## src/rtl/bit_serializer_if.sv

```systemverilog
// Parallel-load handshake between an upstream word source and bit_serializer.
// A word transfers on a rising edge where load_valid and load_ready are both high.
interface bit_serializer_if #(
  parameter int WIDTH = 8
);
  logic [WIDTH-1:0] load_data;
  logic             load_valid;
  logic             load_ready;

  modport master (output load_data, output load_valid, input load_ready);
  modport slave  (input load_data, input load_valid, output load_ready);
endinterface

```

## src/rtl/bit_serializer.sv

```systemverilog
// Parallel-to-serial shifter with a one-word hold register, so back-to-back words
// stream without gaps. Define BIT_SERIALIZER_PARITY_EN to append an even-parity bit per word.
//
// Handshake: load_ready comes only from registered state (hold register empty) and
// never looks at load_valid. The upstream keeps load_valid and load_data stable until
// it sees load_ready high on a rising edge. A word offered while load_ready is low is
// not captured.
module bit_serializer #(
  parameter int WIDTH     = 8,
  parameter bit MSB_FIRST = 1'b1,
  parameter bit IDLE_BIT  = 1'b0
) (
  input  logic             clk,
  input  logic             reset,
  bit_serializer_if.slave  load,
  output logic             x,
  output logic             x_valid,
  output logic             busy,
  output logic [1:0]       dbg_state
);

  localparam int CW = $clog2(WIDTH + 1);

  typedef enum logic [1:0] {
    S_IDLE   = 2'd0,
    S_SHIFT  = 2'd1
`ifdef BIT_SERIALIZER_PARITY_EN
    ,
    S_PARITY = 2'd2
`endif
  } state_t;

  state_t           state_q, state_d;
  logic [WIDTH-1:0] shift_q, shift_d;
  logic [WIDTH-1:0] hold_q, hold_d;
  logic             hold_full_q, hold_full_d;
  logic [CW-1:0]    cnt_q, cnt_d;
  logic             x_q, x_d;
  logic             x_valid_q, x_valid_d;
`ifdef BIT_SERIALIZER_PARITY_EN
  logic             parity_q, parity_d;
`endif

  logic             take;
  logic             finish;
  logic             start;
  logic [WIDTH-1:0] start_word;

  assign load.load_ready = ~hold_full_q;
  assign take            = load.load_valid & ~hold_full_q;

  always_comb begin
    state_d     = state_q;
    shift_d     = shift_q;
    hold_d      = hold_q;
    hold_full_d = hold_full_q;
    cnt_d       = cnt_q;
    x_d         = x_q;
    x_valid_d   = x_valid_q;
`ifdef BIT_SERIALIZER_PARITY_EN
    parity_d    = parity_q;
`endif
    finish      = 1'b0;
    start       = 1'b0;
    start_word  = '0;

    // cnt_q counts data bits still to come after the one currently on x.
    case (state_q)
      S_IDLE: begin
        if (take) begin
          start      = 1'b1;
          start_word = load.load_data;
        end
      end
      S_SHIFT: begin
        if (cnt_q != '0) begin
          cnt_d = cnt_q - CW'(1);
          if (MSB_FIRST) begin
            x_d     = shift_q[WIDTH-1];
            shift_d = shift_q << 1;
          end else begin
            x_d     = shift_q[0];
            shift_d = shift_q >> 1;
          end
        end else begin
`ifdef BIT_SERIALIZER_PARITY_EN
          x_d     = parity_q;
          state_d = S_PARITY;
`else
          finish  = 1'b1;
`endif
        end
      end
`ifdef BIT_SERIALIZER_PARITY_EN
      S_PARITY: begin
        finish = 1'b1;
      end
`endif
      default: begin
        state_d = S_IDLE;
      end
    endcase

    // At the end of a frame the next word comes from the hold register first, then
    // straight from the bus, so consecutive frames abut.
    if (finish) begin
      if (hold_full_q) begin
        start       = 1'b1;
        start_word  = hold_q;
        hold_full_d = 1'b0;
      end else if (take) begin
        start      = 1'b1;
        start_word = load.load_data;
      end else begin
        state_d   = S_IDLE;
        x_d       = IDLE_BIT;
        x_valid_d = 1'b0;
      end
    end else if (take && (state_q != S_IDLE)) begin
      hold_d      = load.load_data;
      hold_full_d = 1'b1;
    end

    if (start) begin
      state_d   = S_SHIFT;
      x_valid_d = 1'b1;
      cnt_d     = CW'(WIDTH - 1);
`ifdef BIT_SERIALIZER_PARITY_EN
      parity_d  = ^start_word;
`endif
      if (MSB_FIRST) begin
        x_d     = start_word[WIDTH-1];
        shift_d = start_word << 1;
      end else begin
        x_d     = start_word[0];
        shift_d = start_word >> 1;
      end
    end
  end

  always_ff @(posedge clk or negedge reset) begin
    if (!reset) begin
      state_q     <= S_IDLE;
      shift_q     <= '0;
      hold_q      <= '0;
      hold_full_q <= 1'b0;
      cnt_q       <= '0;
      x_q         <= IDLE_BIT;
      x_valid_q   <= 1'b0;
`ifdef BIT_SERIALIZER_PARITY_EN
      parity_q    <= 1'b0;
`endif
    end else begin
      state_q     <= state_d;
      shift_q     <= shift_d;
      hold_q      <= hold_d;
      hold_full_q <= hold_full_d;
      cnt_q       <= cnt_d;
      x_q         <= x_d;
      x_valid_q   <= x_valid_d;
`ifdef BIT_SERIALIZER_PARITY_EN
      parity_q    <= parity_d;
`endif
    end
  end

  assign x         = x_q;
  assign x_valid   = x_valid_q;
  assign busy      = (state_q != S_IDLE) | hold_full_q;
  assign dbg_state = state_q;

endmodule

```

## src/flat_wrapper.sv

```systemverilog
// flat-port wrapper written by rule: the top's interface ports become plain ports
module bit_serializer_flat 
#(
  parameter int WIDTH     = 8,
  parameter bit MSB_FIRST = 1'b1,
  parameter bit IDLE_BIT  = 1'b0
)
  (clk, reset, x, x_valid, busy, dbg_state, load_load_data, load_load_valid, load_load_ready);
  bit_serializer_if #(.WIDTH(WIDTH)) load_i ();
  input  logic clk;
  input  logic reset;
  output logic x;
  output logic x_valid;
  output logic busy;
  output logic [1:0] dbg_state;
  input wire logic [$bits(load_i.load_data)-1:0] load_load_data;
  input wire logic [$bits(load_i.load_valid)-1:0] load_load_valid;
  output wire logic [$bits(load_i.load_ready)-1:0] load_load_ready;
  assign load_i.load_data = load_load_data;
  assign load_i.load_valid = load_load_valid;
  assign load_load_ready = load_i.load_ready;
  bit_serializer #(.WIDTH(WIDTH), .MSB_FIRST(MSB_FIRST), .IDLE_BIT(IDLE_BIT)) u_core (.clk(clk), .reset(reset), .load(load_i), .x(x), .x_valid(x_valid), .busy(busy), .dbg_state(dbg_state));
endmodule
```

## config.mk

```make
export PLATFORM = sky130hd
export DESIGN_NAME = bit_serializer_flat
export DESIGN_NICKNAME = d
export VERILOG_FILES = /design/src/rtl/bit_serializer_if.sv /design/src/rtl/bit_serializer.sv /design/src/flat_wrapper.sv
export SDC_FILE = /design/constraint.sdc
export NUM_CORES = 1
export LEC_CHECK = 0
export CAP_MARGIN = 10
export CORE_MARGIN = 4
export CORE_UTILIZATION = 50
export DETAILED_ROUTE_END_ITERATION = 8
export PLACE_DENSITY = 0.7
export RECOVER_POWER = 25
export SLEW_MARGIN = 0
export SYNTH_ARGS = -nofsm -noshare
export SYNTH_HDL_FRONTEND = slang
export SYNTH_SLANG_ARGS = --single-unit
```

## constraint.sdc

```tcl
create_clock -name clk -period 4.2 [get_ports clk]
set_input_delay 0.84 -clock clk [delete_from_list [all_inputs] [get_ports clk]]
set_output_delay 0.84 -clock clk [all_outputs]
set_load 0.05 [all_outputs]
```

* Word-level counts from Yosys, hierarchy flattened
Index checks and enable logic that the tools add are counted.
** Operators by class
- Add/subtract/negate cells :: 1
- Multipliers :: 0
- Divide/modulo/power cells :: 0
- $lt $le $gt $ge :: 0
- Equality and inequality tests :: 3
- Shifts and indexed selects :: 0
- Muxes and demuxes :: 35
- Bitwise logic cells :: 4
- Reduce and logical (&&, ||, !) cells :: 12
** Operators by type and width (number)
- 8-bit 2-to-1 mux :: 8
- 1-bit 2-to-1 mux :: 19
- 4-bit 2-to-1 mux :: 3
- 2-bit 2-to-1 mux :: 5
- 2-bit nonzero test :: 5
- 2-bit inequality test (second input constant) :: 2
- 2-bit AND reduction :: 2
- 4-bit nonzero test :: 1
- 4-bit by 1-bit subtractor with 4-bit output (second input constant) :: 1
- 3-bit AND reduction :: 1
- 2-bit by 1-bit == test with 1-bit output (second input constant) :: 1
- 2-bit logical NOT :: 1
- 1-bit NOT :: 2
- 2-bit OR reduction :: 1
- 1-bit bitwise AND :: 1
- 1-bit logical AND :: 1
- 1-bit bitwise OR :: 1
** Word-level totals
- Register bits :: 25
- Latch bits :: 0
- Bits in writable memories :: 0
- ROM bits :: 0
- Output and inout bits :: 6
- Logic and storage cells :: 62
- Memories :: 0

* Depth between registers and ports, before layout
Gate-level depths: netlist (run 1).
- Word-level depth :: 9
- Gate-level depth with buffers :: 7

* Worst setup path before layout (run 1)
No wires, ideal clock.
- Path kind :: register -> output
- From :: register u_core.state_q[1], in the netlist u_core.dbg_state[1]
- To :: output busy
- Arrival time :: 1.464 ns
- Required time :: 3.360 ns
- Setup slack :: 1.896 ns
- Stages on the path, launching flop included :: 3
- Cells stage by stage :: dfrtp_1 clkinv_1 nand3_1
** On the way
- Longest elaborated chain between the ends :: 2
** Ends and longest elaborated chain
- start: declaration :: line bit_serializer.sv:33 : state_t state_q, state_d;
- start signal: assignment :: line bit_serializer.sv:154 : state_q <= state_d;
- 2-bit nonzero test :: line bit_serializer.sv:169 : assign busy = (state_q != S_IDLE) | hold_full_q;
- 1-bit bitwise OR :: line bit_serializer.sv:169
- end: declaration :: line flat_wrapper.sv:14 : output logic busy;
No other way between the ends.

* Final worst setup path (run 1)
- From :: register u_core.state_q[0], in the netlist u_core.dbg_state[0]
- To :: output busy
Same word-level chain as after synthesis.

==> out/summary.md, run 1 <==
## Global routing
* number of global-route vias before repair: 879
* maximum number of pins on one net before global-route repair: 25
* total routing resource utilization after global routing: 16.7%
* overflow left after global routing: 0
* first-pass GRT wire length: 4240 um
* number of antenna violations at the first check in global routing: 0

## Clock network
* count of hold buffers inserted by post-cts repair: 0
* number of buffers created by CTS: 3
* total setup buffers inserted after CTS: 0
* Clock Tree Buf Depth: 2
* CTS sink count: 24
* H-tree level count: 1
* clock edge transition at the registers on the reported setup and hold paths: 0.13 ns
* clock latency reported for the late side of the worst-skew pair: 0.32 ns
* root buffer selected by CTS: sky130_fd_sc_hd__clkbuf_4
* TritonCTS clock tree: yes
* post-CTS resize count: 0

## Critical path
* Crit Path Max Fanout: 17
* data arrival time of the critical path: 2.02 ns
* Setup Crit Path Kind: flop to output port
* Req. time, crit path: 3.36 ns
* biggest cell delay along the critical path: 0.81 ns
* kind of launch point of the worst setup path: flop
* cell with the largest stage delay on the worst path: sky130_fd_sc_hd__clkdlybuf4s50_1
* cells traversed along the worst timing path: inv_2 -> nand3_1 -> clkdlybuf4s50_1
* Critical Path End Type: output port

## Die
* die width: 57.8 um
* floorplan row count: 17
* die area: 0.00334 sq mm
* Starting Density: 54.0%
* die height: 57.8 um
* placeable core region: 0.00230 sq mm
* # IOs: 17

## Timing
* Worst Setup Slack, final: 1.34 ns
* Final Max Tran Viols: 0
* unrepaired setup endpoints after global routing: false
* slew at the pin closest to its max-slew limit: 1.20 ns
* worst clock skew: 0.00909 ns
* Post-Route Hold Slack: 0.490 ns
* setup violators final: 0
* post-layout minimum cycle time: 2.86 ns
* headroom to the max-slew limit: 19.5%
* Max Fclk: 350 MHz
* final hold violation count: 0
* share of the clock period used by the worst path after layout: 68.0%
* setup_tns: 0 ns

## Logic synthesis
* Syn Nets: 125
* Mapped Area: 0.00124 sq mm
* Most used DFF post-synth: sky130_fd_sc_hd__dfrtp_1
* area share of the leading cell type in the synthesized netlist: 48.4%
* post-synthesis sequential element count: 24
* syn avg cell area: 11.0 sq um
* share of flip-flops with an asynchronous set or reset: 100%
* most area-hungry cell type in the Yosys netlist: sky130_fd_sc_hd__dfrtp_1
* top-count cell post-synth: sky130_fd_sc_hd__dfrtp_1
* number of flops mapped to enable cells by yosys: 0
* yosys warns: 0
* Post-synth top cells: sky130_fd_sc_hd__dfrtp_1 (24), sky130_fd_sc_hd__nand2_1 (14), sky130_fd_sc_hd__nor2_1 (9), sky130_fd_sc_hd__mux2_4 (8)
* part of the Yosys area used for sequential elements: 48.4%
* dominant cells by area after synthesis: sky130_fd_sc_hd__dfrtp_1 (48%), sky130_fd_sc_hd__mux2_4 (9.7%), sky130_fd_sc_hd__nand2_1 (4.2%), sky130_fd_sc_hd__o41ai_1 (4.2%), sky130_fd_sc_hd__o31ai_1 (3.6%)
* cell count after synthesis: 113
* number of library cell types mapped by synthesis: 32

## Placed design
* detailed-placement wirelength estimate: 1720 um
* worst slack after detailed placement: 1.66 ns
* placer's final routability congestion estimate: 0.737
* Port-buffer cells: 16
* DP Area: 0.00140 sq mm
* placed cell count: 153

## Detailed routing
* vias per cell: 5.78
* vias post-DR: 908
* DRC violation total after the first TritonRoute iteration: 28
* number of nets with antenna violations after routing: 0
* first-pass detailed-route iteration total: 4
* DRT Wirelength: 2580 um
* total DRC errors in the routed layout: 0
* routed length per instance: 16.4 um

## Power
* switching share of total power: 26.6%
* cell leakage power: 0.619 nW
* Sw Pwr: 0.145 mW
* PnR Total Power: 0.545 mW
* power density over the cells: 380 mW/mm^2
* internal portion of total power: 0.400 mW
* logic gate share of total power: 17.7%
* Flop pwr share: 51.3%
* part of the power in the clock network: 31.0%
* largest vdd supply drop: 425 uV

## Run status
* run status: complete, no violations

## Cells and area
* number of non-filler instances in the completed layout: 157
* post-route cell area: 0.00144 sq mm
* area grow syn2layout: 15.7%
* fraction of the core area covered by cells at the end of the flow: 62.5%
* number of diodes added for antenna fixing: 0
* # nets final: 142
* layout cells sized above 1: 12.4%

## Hold path
* Hold Crit Class: flop to flop

## Flow run
* Max Cap Violations: 0

worst paths after layout:
| kind | from | slack, ns | depth (start not counted) | end |
|---|---|---|---|---|
| min reg2reg | u_core.shift_q[4] | 0.49 | 2 | u_core.shift_q[4] |
| max reg2reg | u_core.cnt_q[0] | 1.60 | 5 | u_core.shift_q[1] |
| min in group asynchronous | reset | 1.14 | 1 | u_core.cnt_q[2] |
| max | u_core.dbg_state[0] | 1.34 | 3 | busy |
| min | u_core.shift_q[4] | 0.49 | 2 | u_core.shift_q[4] |
| max in group asynchronous | reset | 2.42 | 1 | u_core.shift_q[2] |
cells by family after synthesis:
family	Yosys count	share of synthesized area, %
compound gates	27	17.3
xor+xnor	3	2.12
fa+ha+maj	1	1.01
buf+inv	10	4.94
flops	24	48.4
mux	8	9.68
other cells	1	0.302
simple gates	39	16.2
cell type report:
class | instances | area, sq um
sequential | 24 | 601
multi-input combinational | 79 | 566
inverter | 6 | 22.5
clock inverter | 1 | 30.0
fill | 196 | 861
timing repair buffer | 16 | 160
clock buffer | 3 | 22.5
tap | 28 | 35.0
state kept, by name (all words and copies together) (netlist names):
register / cells
u_core.hold_full_q: 1
u_core.x: 1
u_core.cnt_q: 4
u_core.hold_q: 8
u_core.x_valid: 1
u_core.dbg_state: 2
u_core.shift_q: 7
routing by layer:
| layer | vias up | wire length (um) | track usage, % |
|---|---|---|---|
| li1 | 447 | - | - |
| met1 | 437 | 1330 | 23.9 |
| met2 | 20 | 1100 | 24.5 |
| met3 | 4 | 129 | 5.57 |
| met4 | 0 | 22 | 3.64 |
| met5 | - | 0 | 0 |
placed cells by master, fill, tap and decap left out, drive strengths merged, types with 3 or more instances in the layout:
master / instances
dfrtp: 24
o31ai: 6
a221o: 3
nand2: 14
mux2: 8
clkbuf: 3
clkdlybuf4s50: 15
o21ai: 4
inv: 5
o41ai: 6
or3: 6
nor2: 9
o211ai: 3
worst max-delay path: cells and delay by family (launching register included):
family / cells / cell delay, ns
AND/OR/NAND/NOR: 1 / 0.13
buffers and inverters: 2 / 1.02
flip-flops: 1 / 0.55
power groups by stage:
stage	sequential [mW]	clock, mW	combinational [mW]
CTS	0.282	0.173	0.102
global route	0.284	0.182	0.107
detailed placement	0.286	0	0.102
global placement	0.286	0	0.0974
finish	0.280	0.169	0.0964
floorplan	0.293	0	0.0575
Power figures use the tool's default switching activity.
==> run 2, diff against run 1 <==
==> constraint.sdc (replaced) <==
create_clock -name clk -period 2.9 [get_ports clk]
set_input_delay 0.58 -clock clk [delete_from_list [all_inputs] [get_ports clk]]
set_output_delay 0.58 -clock clk [all_outputs]
set_load 0.05 [all_outputs]
==> out/summary.md, run 2 (synthesized netlist as in run 1, its figures left out) <==
## Global routing
* total routing resource utilization after global routing: 17.1%, was 16.7%
* number of global-route vias before repair: 889, was 879
* maximum number of pins on one net before global-route repair: 25, unchanged
* number of antenna violations at the first check in global routing: 0, unchanged
* first-pass GRT wire length: 4330 um, was 4240 um
* overflow left after global routing: 0, unchanged

## Power
* internal portion of total power: 0.585 mW, was 0.400 mW
* power density over the cells: 550 mW/mm^2, was 380 mW/mm^2
* largest vdd supply drop: 412 uV, was 425 uV
* Sw Pwr: 0.214 mW, was 0.145 mW
* switching share of total power: 26.8%, was 26.6%
* logic gate share of total power: 18.1%, was 17.7%
* Flop pwr share: 51.0%, was 51.3%
* part of the power in the clock network: 30.8%, was 31.0%
* cell leakage power: 0.623 nW, was 0.619 nW
* PnR Total Power: 0.799 mW, was 0.545 mW

## Clock network
* count of hold buffers inserted by post-cts repair: 0, unchanged
* clock latency reported for the late side of the worst-skew pair: 0.33 ns, was 0.32 ns
* Clock Tree Buf Depth: 2, unchanged
* H-tree level count: 1, unchanged
* number of buffers created by CTS: 3, unchanged
* CTS sink count: 24, unchanged
* clock edge transition at the registers on the reported setup and hold paths: 0.14 ns, was 0.13 ns
* root buffer selected by CTS: sky130_fd_sc_hd__clkbuf_4, unchanged
* total setup buffers inserted after CTS: 0, unchanged
* TritonCTS clock tree: yes, unchanged
* post-CTS resize count: 0, unchanged

## Cells and area
* area grow syn2layout: 17.1%, was 15.7%
* layout cells sized above 1: 13.8%, was 12.4%
* number of flip-flops in the largest register: 8, unchanged
* footprint of the multi-input gates: 579 sq um, was 566 sq um
* number of diodes added for antenna fixing: 0, unchanged
* number of filler instances in the final layout: 184, was 196
* # nets final: 143, was 142
* post-route cell area: 0.00145 sq mm, was 0.00144 sq mm
* registers with the most flip-flops: u_core.hold_q x8, u_core.shift_q x7, u_core.cnt_q x4, unchanged
* most common cell after layout, fill and taps aside: sky130_fd_sc_hd__dfrtp_1, unchanged
* Sequential Area: 601 sq um, unchanged
* largest reg by FF count: u_core.hold_q, unchanged
* most used cells in the layout excluding fill and tap cells: sky130_fd_sc_hd__dfrtp_1 (24), sky130_fd_sc_hd__clkdlybuf4s50_1 (15), sky130_fd_sc_hd__nand2_1 (14), sky130_fd_sc_hd__nor2_1 (9), sky130_fd_sc_hd__mux2_4 (8), unchanged

## Critical path
* kind of launch point of the worst setup path: flop, unchanged
* number of cells on the worst reg-to-reg path: 6, was 5
* Req. time, crit path: 2.32 ns, was 3.36 ns
* Setup Crit Path Kind: flop to output port, unchanged
* Reg2Reg Setup Slack: 0.87 ns, was 1.60 ns
* Critical Path End Type: output port, unchanged
* Crit Path Max Fanout: 17, unchanged
* worst r2r src: u_core.cnt_q[0], unchanged
* data arrival time of the critical path: 2.02 ns, about the same
* Critical R2R Capture: u_core.shift_q[6], was u_core.shift_q[1]

## Hold path
* Worst Hold Endpoint: u_core.shift_q[2], was u_core.shift_q[4]
* number of instances on the worst hold path: 2, unchanged
* Hold Crit Class: flop to flop, unchanged
* start point of the worst hold path: u_core.shift_q[2], was u_core.shift_q[4]

## Run status
* run status: complete, no violations, unchanged

## Detailed routing
* first-pass detailed-route iteration total: 4, unchanged
* vias per cell: 5.86, was 5.78
* vias post-DR: 926, was 908
* total DRC errors in the routed layout: 0, unchanged
* DRT Wirelength: 2490 um, was 2580 um
* routed length per instance: 15.8 um, was 16.4 um
* number of nets with antenna violations after routing: 0, unchanged
* DRC violation total after the first TritonRoute iteration: 32, was 28

## Timing
* post-layout minimum cycle time: 2.60 ns
* unrepaired setup endpoints after global routing: false, unchanged
* headroom to the max-slew limit: 15.5%, was 19.5%
* share of the clock period used by the worst path after layout: 89.7%
* Worst Setup Slack, final: 0.298 ns, was 1.34 ns
* setup_tns: 0 ns, unchanged
* Max Fclk: 384 MHz
* Final Max Tran Viols: 0, unchanged
* slew at the pin closest to its max-slew limit: 1.27 ns, was 1.20 ns
* worst clock skew: 0.0106 ns, was 0.00909 ns
* setup violators final: 0, unchanged
* final hold violation count: 0, unchanged

## Die
* die width: 57.8 um, unchanged
* die area: 0.00334 sq mm, unchanged
* die height: 57.8 um, unchanged
* Starting Density: 54.0%, unchanged
* placeable core region: 0.00230 sq mm, unchanged
* # IOs: 17, unchanged
* floorplan row count: 17, unchanged

## Flow run
* Max Cap Violations: 0, unchanged

## Placed design
* detailed-placement wirelength estimate: 1700 um, was 1720 um
* Port-buffer cells: 16, unchanged
* worst slack after detailed placement: 0.623 ns, was 1.66 ns
* DP Area: 0.00141 sq mm, was 0.00140 sq mm
* placer's final routability congestion estimate: 0.739, was 0.737

## run 2: cell types whose count changed in the layout (fill, tap and decap cells not counted)
cell,delta
sky130_fd_sc_hd__clkbuf_1,+1
sky130_fd_sc_hd__nor3b_1,-1
sky130_fd_sc_hd__nor3b_4,+1
sky130_fd_sc_hd__or3b_1,-1
sky130_fd_sc_hd__or3b_4,+1
## run 2: cell type report
| type | instances | area share, % |
|---|---|---|
| Multi-Input combinational cell | 79 | 39.8 |
| Clock inverter | 1 | 2.07 |
| Tap cell | 28 | 2.41 |
| Sequential cell | 24 | 41.3 |
| Clock buffer | 3 | 1.55 |
| Timing Repair Buffer | 17 | 11.3 |
| Inverter | 6 | 1.55 |
## run 2: power groups by stage
stage                     sequential, mW  clock (mW)  combinational [mW]
final                              0.408       0.246               0.145
after global routing               0.415       0.268               0.161
after CTS                          0.408       0.249               0.147
after detailed placement           0.414           0               0.147
after global placement             0.414           0               0.142
after floorplan                    0.424           0              0.0832
## run 2: metrics by stage
step / std cells / hold slack [ns] / utilization, %
3_5_place_dp: 154 / 0.467 / 61.2
3_3_place_gp: 154 / 0.461 / 61.2
4_1_cts: 158 / 0.500 / 63.5
6_report: 158 / 0.498 / 63.3
2_1_floorplan: 113 / 0.284 / -
5_1_grt: 158 / 0.526 / 63.3
## run 2: critical path, cell delays in order, from the launching register on
cell and delay, ns:
sky130_fd_sc_hd__dfrtp_1 0.56, sky130_fd_sc_hd__inv_2 0.21, sky130_fd_sc_hd__nand3_1 0.13, sky130_fd_sc_hd__clkdlybuf4s50_1 0.80
## run 2: worst max-delay path by stage
stage / startpoint / to / cells past startpoint
4_1_cts: u_core.dbg_state[0] / busy / 3
6_report: u_core.dbg_state[0] / busy / 3
2_1_floorplan: u_core.dbg_state[1] / busy / 2
5_1_grt: u_core.dbg_state[0] / busy / 3
3_3_place_gp: load_load_valid / u_core.shift_q[1] / 4
3_5_place_dp: load_load_valid / u_core.shift_q[1] / 4
## run 2: per-layer routing
layer | vias up | wire length (um) | global-route usage (%)
li1 | 450 | - | -
met1 | 454 | 1270 | 24.8
met2 | 17 | 1090 | 24.8
met3 | 5 | 96 | 3.56
met4 | 0 | 41 | 6.95
met5 | - | 0 | 0
